File: src/rtl/vmicro16_apb_rr_arbiter.sv
// Round-robin arbiter sharing one outbound APB master among MASTER_PORTS core-side APB masters,
// with completion routed back to the winning core and a watchdog that aborts stuck transfers.
module vmicro16_apb_rr_arbiter #(
    parameter int BUS_WIDTH    = 16,
    parameter int DATA_WIDTH   = 16,
    parameter int MASTER_PORTS = 4,
    parameter int TIMEOUT      = 255
) (
    input  logic                               clk,
    input  logic                               reset,
    input  logic [MASTER_PORTS*BUS_WIDTH-1:0]  S_PADDR,
    input  logic [MASTER_PORTS-1:0]            S_PWRITE,
    input  logic [MASTER_PORTS-1:0]            S_PSELx,
    input  logic [MASTER_PORTS-1:0]            S_PENABLE,
    input  logic [MASTER_PORTS*DATA_WIDTH-1:0] S_PWDATA,
    output logic [MASTER_PORTS*DATA_WIDTH-1:0] S_PRDATA,
    output logic [MASTER_PORTS-1:0]            S_PREADY,
    output logic [BUS_WIDTH-1:0]               M_PADDR,
    output logic                               M_PWRITE,
    output logic                               M_PSELx,
    output logic                               M_PENABLE,
    output logic [DATA_WIDTH-1:0]              M_PWDATA,
    input  logic [DATA_WIDTH-1:0]              M_PRDATA,
    input  logic                               M_PREADY,
    output logic [MASTER_PORTS-1:0]            grant,
    output logic                               timeout_err,
    output logic [1:0]                         fsm_state
);
    // Handshake: a core holds PSELx (with its address/data stable) until it sees its own PREADY;
    // the outbound side follows APB SETUP then ACCESS, and completes on the first ACCESS cycle with M_PREADY=1.

    localparam int IW = (MASTER_PORTS > 1) ? $clog2(MASTER_PORTS) : 1;

    typedef enum logic [1:0] {
        IDLE   = 2'd0,
        SETUP  = 2'd1,
        ACCESS = 2'd2
    } state_t;

    state_t                  state;
    logic [IW-1:0]           rr_ptr;
    logic [IW-1:0]           winner;
    logic [IW-1:0]           win_idx;
    logic [IW-1:0]           ptr_next;
    logic                    win_found;
    logic [BUS_WIDTH-1:0]    addr_q;
    logic                    write_q;
    logic [DATA_WIDTH-1:0]   wdata_q;
    logic [7:0]              wait_cnt;
    logic                    psel_q;
    logic                    penable_q;
    logic [MASTER_PORTS-1:0] grant_next;
    logic [BUS_WIDTH-1:0]    sel_addr;
    logic                    sel_write;
    logic [DATA_WIDTH-1:0]   sel_wdata;
    logic                    abort;
    logic                    done;

    // Core-side PENABLE carries no information the arbiter needs.
    logic unused_penable;
    assign unused_penable = ^S_PENABLE;

    // First pass searches upward from the pointer, second pass wraps to the lowest requester.
    always_comb begin
        win_found = 1'b0;
        win_idx   = '0;
        for (int i = 0; i < MASTER_PORTS; i++) begin
            if (!win_found && (i >= int'(rr_ptr)) && S_PSELx[i]) begin
                win_found = 1'b1;
                win_idx   = IW'(i);
            end
        end
        for (int i = 0; i < MASTER_PORTS; i++) begin
            if (!win_found && S_PSELx[i]) begin
                win_found = 1'b1;
                win_idx   = IW'(i);
            end
        end
    end

    always_comb begin
        sel_addr   = '0;
        sel_write  = 1'b0;
        sel_wdata  = '0;
        grant_next = '0;
        for (int i = 0; i < MASTER_PORTS; i++) begin
            if (win_found && (win_idx == IW'(i))) begin
                sel_addr      = S_PADDR[i*BUS_WIDTH +: BUS_WIDTH];
                sel_write     = S_PWRITE[i];
                sel_wdata     = S_PWDATA[i*DATA_WIDTH +: DATA_WIDTH];
                grant_next[i] = 1'b1;
            end
        end
    end

    // A real completion in the deadline cycle takes precedence over the abort.
    assign abort    = (TIMEOUT != 0) && (state == ACCESS) && !M_PREADY &&
                      (wait_cnt == 8'(TIMEOUT - 1));
    assign done     = (state == ACCESS) && (M_PREADY || abort);
    assign ptr_next = (winner == IW'(MASTER_PORTS - 1)) ? '0 : winner + IW'(1);

    always_ff @(posedge clk) begin
        if (!reset) begin
            state     <= IDLE;
            rr_ptr    <= '0;
            winner    <= '0;
            addr_q    <= '0;
            write_q   <= 1'b0;
            wdata_q   <= '0;
            wait_cnt  <= '0;
            psel_q    <= 1'b0;
            penable_q <= 1'b0;
            grant     <= '0;
        end else begin
            case (state)
                IDLE: begin
                    if (win_found) begin
                        winner  <= win_idx;
                        addr_q  <= sel_addr;
                        write_q <= sel_write;
                        wdata_q <= sel_wdata;
                        grant   <= grant_next;
                        psel_q  <= 1'b1;
                        state   <= SETUP;
                    end
                end
                SETUP: begin
                    penable_q <= 1'b1;
                    wait_cnt  <= '0;
                    state     <= ACCESS;
                end
                ACCESS: begin
                    wait_cnt <= wait_cnt + 8'd1;
                    if (done) begin
                        rr_ptr    <= ptr_next;
                        grant     <= '0;
                        psel_q    <= 1'b0;
                        penable_q <= 1'b0;
                        state     <= IDLE;
                    end
                end
                default: state <= IDLE;
            endcase
        end
    end

    // Address/data are shown only while a transfer owns the bus.
    assign M_PSELx   = psel_q;
    assign M_PENABLE = penable_q;
    assign M_PADDR   = psel_q ? addr_q  : '0;
    assign M_PWRITE  = psel_q & write_q;
    assign M_PWDATA  = psel_q ? wdata_q : '0;

    // Completion is suppressed while reset is held so an abandoned transfer never reports done.
    always_comb begin
        S_PREADY = '0;
        S_PRDATA = '0;
        for (int i = 0; i < MASTER_PORTS; i++) begin
            if ((state == ACCESS) && reset && (winner == IW'(i))) begin
                S_PREADY[i]                        = M_PREADY | abort;
                S_PRDATA[i*DATA_WIDTH +: DATA_WIDTH] = M_PREADY ? M_PRDATA : '0;
            end
        end
    end

    assign timeout_err = abort && reset;
    assign fsm_state   = state;

endmodule

File: config.mk
export PLATFORM = sky130hd
export DESIGN_NAME = vmicro16_apb_rr_arbiter
export DESIGN_NICKNAME = d
export VERILOG_FILES = /design/src/rtl/vmicro16_apb_rr_arbiter.sv
export SDC_FILE = /design/constraint.sdc
export NUM_CORES = 1
export LEC_CHECK = 0
export CORE_UTILIZATION = 35
export DETAILED_ROUTE_END_ITERATION = 10
export PLACE_DENSITY = 0.79
export RECOVER_POWER = 50
export SLEW_MARGIN = 20
export SYNTH_ARGS = -nofsm -noshare
export SYNTH_HDL_FRONTEND = slang
export SYNTH_SLANG_ARGS = --single-unit
File: constraint.sdc
create_clock -name clk -period 3.6 [get_ports clk]
set_input_delay 0.54 -clock clk [delete_from_list [all_inputs] [get_ports clk]]
set_output_delay 0.54 -clock clk [all_outputs]
set_load 0.01 [all_outputs]
==> flow_summary.json, run 1 <==
{
  "intPower_mw": 1.43,
  "hold_class": "register to register",
  "power.switching_mw": 0.662,
  "dr_wl_met2_mm": 7.94,
  "grt_pass1_vias": 4849,
  "fmax_mhz": 311,
  "rsz0062_at_grt": "false",
  "cts-root-buf": "clkbuf_16",
  "critPathLaunchType": "register",
  "clk_pin_slew_ps": 60,
  "synthArstFlopShare": 0,
  "power_frac_seq": 0.353,
  "first_pass_iters": 6,
  "synth_top_area_frac": 0.265,
  "rows": 38,
  "postCtsSetupBuffers": 0,
  "multiInputGateArea_um2": 2520,
  "synth_common_cells": "84 x nor2_1, 66 x and2_1, 56 x a21oi_1",
  "num-nets-final": 929,
  "grt_overflow": 0,
  "dr.max_layer_used": "met4",
  "start_util": 0.364,
  "first_iter_violations": 333,
  "cts_hold_buf": 0,
  "drc": 0,
  "critPathRequiredTime_ps": 3060,
  "hpwl_mm": 11.8,
  "pre_cts_slack_ps": 510,
  "final_hold_viol_count": 0,
  "cpMaxStageDelayCell": "nand3_1",
  "yosysSeqAreaShare": 0.265,
  "wirelength_met1_mm": 5.92,
  "grt_usage": 0.252,
  "die_area_um2": 11900,
  "sw_frac_of_total": 0.316,
  "synth_nets": 694,
  "route.met3.wl_mm": 1.36,
  "wl_per_cell_um": 17.2,
  "antenna_found_initial": 1,
  "ctsLongestPathBuffers": 2,
  "num_vias": 4769,
  "cp_max_fo": 17,
  "cp-end-kind": "primary output",
  "synthSimpleGateAreaFrac": 0.304,
  "layout.area.seq_um2": 1060,
  "fp.dieW_um": 109,
  "cts_tree": "done",
  "criticalPathCategory": "register to primary output",
  "grt_max_degree": 39,
  "yosys.cell_count.top_type": "nor2_1",
  "fin_tns_setup_ps": 0,
  "wirelength_mm": 15.5,
  "syn-instance-count": 525,
  "period_share": 0.894,
  "setup_ws_ps": 380,
  "htreeDepth": 2,
  "setup_viol": 0,
  "clockPowerShare": 0.265,
  "synth_compound_area_frac": 0.308,
  "crit_chain": "inv_1 -> ha_1 -> nand3_1 -> nor2_1 -> clkdlybuf4s50_1",
  "worstPathArrival_ps": 2680,
  "tightestPinTransition_ps": 1320,
  "synth_mux_area_frac": 0.00250,
  "relSlewSlack": 0.121,
  "power_density_nw_per_um2": 314,
  "postSynthAreaPerCell_um2": 7.62,
  "synth_xor_area_frac": 0.00875,
  "finClkSkew_ps": 8.83,
  "routabilityCongestion": 0.849,
  "worstSkewPairLatency_ps": 290,
  "yosysTopAreaCell": "dfxtp_1",
  "area_growth_pct": 66.6,
  "die_h_um": 109,
  "synth-seq-cells": 53,
  "core_area_um2": 11000,
  "ys.warnings.count": 0,
  "comb_power_share": 0.382,
  "cts_resized": 0,
  "status": "completed",
  "fillers": 979,
  "ir_drop_v": 0.000215,
  "drive_gt1_frac": 0.0670,
  "power.leakage_nw": 2.43,
  "grt_pass1_wl_mm": 23.2,
  "synth_ff_type": "dfxtp_1",
  "ant_nets": 0,
  "drv_slew": 0,
  "via_per_inst": 5.29,
  "syn_area_um2": 4000,
  "design.portCount": 269,
  "synth_top_family_by_area": "compound AO/OA/AOI/OAI gates",
  "cap_violations": 0,
  "yosysUniqueCellTypes": 51,
  "synth-edff-count": 0,
  "ys_top_cells_by_area": "dfxtp_1 27%, and2_1 10%, nor2_1 7.9%, a21oi_1 7.0%, o32ai_2 6.5%",
  "synthAdderAreaFrac": 0.0313,
  "clock-sinks": 53,
  "max_stage_delay_ps": 600,
  "portBuffers": 264,
  "fin_crit_ps": 3220,
  "numCtsBuffers": 5
}
[metal layers]
layer / up-vias / track usage
met4: 0 / 0.0907
met1: 2230 / 0.258
met2: 210 / 0.488
met3: 20 / 0.0628
li1: 2309 / -
met5: - / 0
[path summary, 6_finish.rpt]
kind	start	endpoint	slack [ps]	cells after the start
worst max-delay path	fsm_state[0]$_SDFFE_PN0P_	S_PRDATA[9]	380	5
worst max register to register	fsm_state[0]$_SDFFE_PN0P_	addr_q[2]$_SDFFE_PN0P_	1270	6
worst min register to register	grant[2]$_SDFFE_PN0P_	grant[2]$_SDFFE_PN0P_	450	2
worst min-delay path	grant[2]$_SDFFE_PN0P_	grant[2]$_SDFFE_PN0P_	450	2
[final cells by class]
type	count	area share
multi-input cells	420	0.377
repair buffers	272	0.406
clock inverters	2	0.00563
clock buffers	6	0.0208
diodes	1	0.000375
flip-flops and latches	53	0.159
inverters	8	0.00450
well taps	140	0.0263
[cells in the final DEF (no fill, tap or decap), types with 2 or more instances in the layout]
cell type / count
nor2b_1: 5
nor4_1: 2
o21ai_0: 46
o21ai_1: 2
and2_4: 11
a221oi_1: 3
nand4_1: 3
dfxtp_1: 53
nand2_1: 38
ha_1: 10
nand3_1: 15
o21bai_1: 3
and2_1: 52
a222oi_1: 10
and2_0: 17
o32ai_2: 5
o32ai_1: 18
or3_1: 2
o22ai_1: 2
a21oi_2: 11
a21oi_1: 56
clkbuf_16: 5
clkdlybuf4s50_1: 239
o221ai_1: 4
dlygate4sd3_1: 24
buf_4: 5
nor2_1: 84
inv_1: 7
xor2_1: 4
[stage by stage]
step | instance area, um2 | utilization | hold slack [ps] | cells | power [mW]
global route | 6670 | 0.607 | 488 | 902 | 2.22
detailed placement | 6600 | 0.601 | 450 | 893 | 1.59
CTS | 6780 | 0.617 | 459 | 901 | 2.15
floorplan | 4000 | - | 458 | 525 | 1.20
global placement | 6600 | 0.601 | 446 | 893 | 1.56
finish | 6670 | 0.607 | 454 | 902 | 2.10
[power groups by stage]
stage | Combinational, mW | Sequential, mW | Clock, mW
floorplan | 0.480 | 0.721 | 0
global placement | 0.817 | 0.746 | 0
detailed placement | 0.836 | 0.753 | 0
CTS | 0.839 | 0.739 | 0.570
global route | 0.871 | 0.751 | 0.598
finish | 0.801 | 0.740 | 0.556
[critical path, delay by kind of cell, from the launching register on]
kind / cells / cell delay (ps)
flip-flops: 1 / 340
AND/OR/NAND/NOR: 2 / 940
buffers and inverters: 2 / 680
adder cells (fa/ha/maj): 1 / 440
[state kept, by name, summed over array words and instances, names as in the netlist]
| signal | cells |
|---|---|
| addr_q | 16 |
| wait_cnt | 8 |
| rr_ptr | 2 |
| M_PENABLE | 1 |
| wdata_q | 16 |
| grant | 4 |
| write_q | 1 |
| winner | 2 |
| M_PSELx | 1 |
| fsm_state | 2 |
[kinds of logic after synthesis]
logic type	Yosys count
xor gates and xnor gates	4
buffers and inverters	52
AOI/OAI and AO/OA	168
DFF	53
adders and majority gates	10
muxes	1
and+or+nand+nor	237
Power figures use the tool's default switching activity.
==> inputs of run 2 (changes only) <==
--- a/config.mk
+++ b/config.mk
@@ -9,7 +9,6 @@
 export DETAILED_ROUTE_END_ITERATION = 10
 export PLACE_DENSITY = 0.79
 export RECOVER_POWER = 50
-export SLEW_MARGIN = 20
 export SYNTH_ARGS = -nofsm -noshare
 export SYNTH_HDL_FRONTEND = slang
 export SYNTH_SLANG_ARGS = --single-unit
==> results of run 2 <==
Same layout as run 1: the final DEF is identical, and so are final timing and power.
==> inputs of run 3 (changes only) <==
--- a/config.mk
+++ b/config.mk
@@ -5,9 +5,10 @@
 export SDC_FILE = /design/constraint.sdc
 export NUM_CORES = 1
 export LEC_CHECK = 0
-export CORE_UTILIZATION = 35
+export CORE_AREA = 2 2 105 107
 export DETAILED_ROUTE_END_ITERATION = 10
-export PLACE_DENSITY = 0.79
+export DIE_AREA = 0 0 107 109
+export PLACE_DENSITY = 0.85
 export RECOVER_POWER = 50
 export SYNTH_ARGS = -nofsm -noshare
 export SYNTH_HDL_FRONTEND = slang
==> run 3 against run 2 <==
Compared with the run above: power fell by 8.9%; non-clock buffer count rose by 5; first-iteration DRC count rose by 20%; flip-flop and latch count did not move; clock skew rose by 2.1 ps; cell area rose by 0.36%; critical path type is now input port to primary output; highest routed layer unchanged.
==> flow_summary.json, run 3 (synthesis results as in run 1) <==
{
  "status": "completed",
  "max_stage_delay_ps": 1020,
  "crit_chain": "dlygate4sd3_1 -> nand2_1 -> nor2_1 -> clkdlybuf4s50_1",
  "top_regs": "addr_q x16, wdata_q x16, wait_cnt x8",
  "drive_gt1_frac": 0.0836,
  "final_cell_mix": "244 x clkdlybuf4s50_1, 84 x nor2_1, 56 x a21oi_1, 55 x and2_1, 53 x dfxtp_1",
  "grt_pass1_wl_mm": 24.3,
  "cap_violations": 0,
  "cpMaxStageDelayCell": "dlygate4sd3_1",
  "area_growth_pct": 67.2,
  "final_core_utilization": 0.631,
  "design.portCount": 269,
  "first_pass_iters": 6,
  "final_common_cell": "clkdlybuf4s50_1",
  "period_share": 0.872,
  "numCtsBuffers": 5,
  "worstSkewPairLatency_ps": 310,
  "num-nets-final": 934,
  "power.leakage_nw": 2.41,
  "core_area_um2": 10600,
  "cts-root-buf": "clkbuf_8",
  "postCtsSetupBuffers": 0,
  "num_vias": 4889,
  "layout.area.seq_um2": 1060,
  "wl_per_cell_um": 17.7,
  "power_density_nw_per_um2": 285,
  "hold_class": "register to register",
  "intPower_mw": 1.24,
  "grt_usage": 0.262,
  "multiInputGateArea_um2": 2610,
  "via_per_inst": 5.40,
  "first_iter_violations": 401,
  "hpwl_mm": 12.3,
  "antenna_found_initial": 0,
  "critPathRequiredTime_ps": 3060,
  "rows": 38,
  "wirelength_mm": 16.1,
  "fmax_mhz": 319,
  "portBuffers": 264,
  "criticalPathCategory": "input port to primary output",
  "grt_pass1_vias": 4937,
  "setup_viol": 0,
  "fin_crit_ps": 3140,
  "cts_hold_buf": 0,
  "relSlewSlack": 0.215,
  "routabilityCongestion": 0.845,
  "clock-sinks": 53,
  "tightestPinTransition_ps": 1180,
  "ant_nets": 0,
  "htreeDepth": 2,
  "drv_slew": 0,
  "diodes": 0,
  "die_h_um": 109,
  "critPathLaunchType": "input port",
  "comb_power_share": 0.429,
  "final_hold_viol_count": 0,
  "fin_tns_setup_ps": 0,
  "fp.dieW_um": 107,
  "drc": 0,
  "cts_tree": "done",
  "worstPathArrival_ps": 2600,
  "sw_frac_of_total": 0.353,
  "cp_max_fo": 20,
  "ir_drop_v": 0.000192,
  "die_area_um2": 11700,
  "rsz0062_at_grt": "false",
  "cts_resized": 0,
  "grt_overflow": 0,
  "start_util": 0.378,
  "clockPowerShare": 0.184,
  "finClkSkew_ps": 10.9,
  "cp-end-kind": "primary output",
  "ctsLongestPathBuffers": 2,
  "grt_max_degree": 44,
  "power.switching_mw": 0.674,
  "power_frac_seq": 0.387,
  "pre_cts_slack_ps": 482,
  "setup_ws_ps": 461,
  "clk_pin_slew_ps": 110,
  "fillers": 875
}
==> run 3: cell types whose count changed in the layout (fill, tap and decap cells not counted), moves of 3 or more <==
cell | before | now
o32ai_1 | 18 | 7
buf_4 | 5 | 10
clkbuf_16 | 5 | 0
clkdlybuf4s50_1 | 239 | 244
clkbuf_8 | 1 | 5
and2_1 | 52 | 55
dlygate4sd3_1 | 24 | 20
o32ai_2 | 5 | 16
and2_0 | 17 | 14
==> run 3: area by class of cell <==
class / count / share of cell area
timing repair buffer: 277 / 0.408
multi-input combinational: 420 / 0.389
clock buffer: 5 / 0.0103
sequential: 53 / 0.159
clock inverter: 3 / 0.00318
tap: 140 / 0.0262
inverter: 8 / 0.00449
==> run 3: per-stage QoR <==
stage               cell area [um2]  instances  power (mW)  hold slack (ps)
floorplan                      4000        525        1.20              458
global placement               6630        898        1.56              447
detailed placement             6630        898        1.58              452
CTS                            6720        906        1.94              467
global route                   6690        906        2.03              487
finish                         6690        906        1.91              463
==> run 3: final timing paths <==
path,startpoint,end,slack [ps],cells past startpoint
min,grant[2]$_SDFFE_PN0P_,grant[2]$_SDFFE_PN0P_,460,2
min reg2reg,grant[2]$_SDFFE_PN0P_,grant[2]$_SDFFE_PN0P_,460,2
max reg2reg,fsm_state[0]$_SDFFE_PN0P_,addr_q[5]$_SDFFE_PN0P_,1180,6
max,M_PREADY,S_PRDATA[25],460,4
==> run 3: critical path, delay by kind of cell <==
kind | cells | cell delay, ps
buffers and inverters | 2 | 1580
and+or+nand+nor | 2 | 470
==> run 3: power by group through the flow <==
stage               combinational (mW)  sequential [mW]  clock [mW]
floorplan                        0.480            0.721           0
detailed placement               0.834            0.751           0
global placement                 0.815            0.744           0
finish                           0.819            0.739       0.352
CTS                              0.838            0.738       0.366
global route                     0.893            0.750       0.384
==> run 3: routing by layer <==
layer / routed length [um] / global-route usage / share of wire
met4: 515 / 0.101 / 0.032
met3: 1580 / 0.0747 / 0.098
met1: 5890 / 0.281 / 0.37
met5: 0 / 0 / 0
met2: 8090 / 0.487 / 0.50
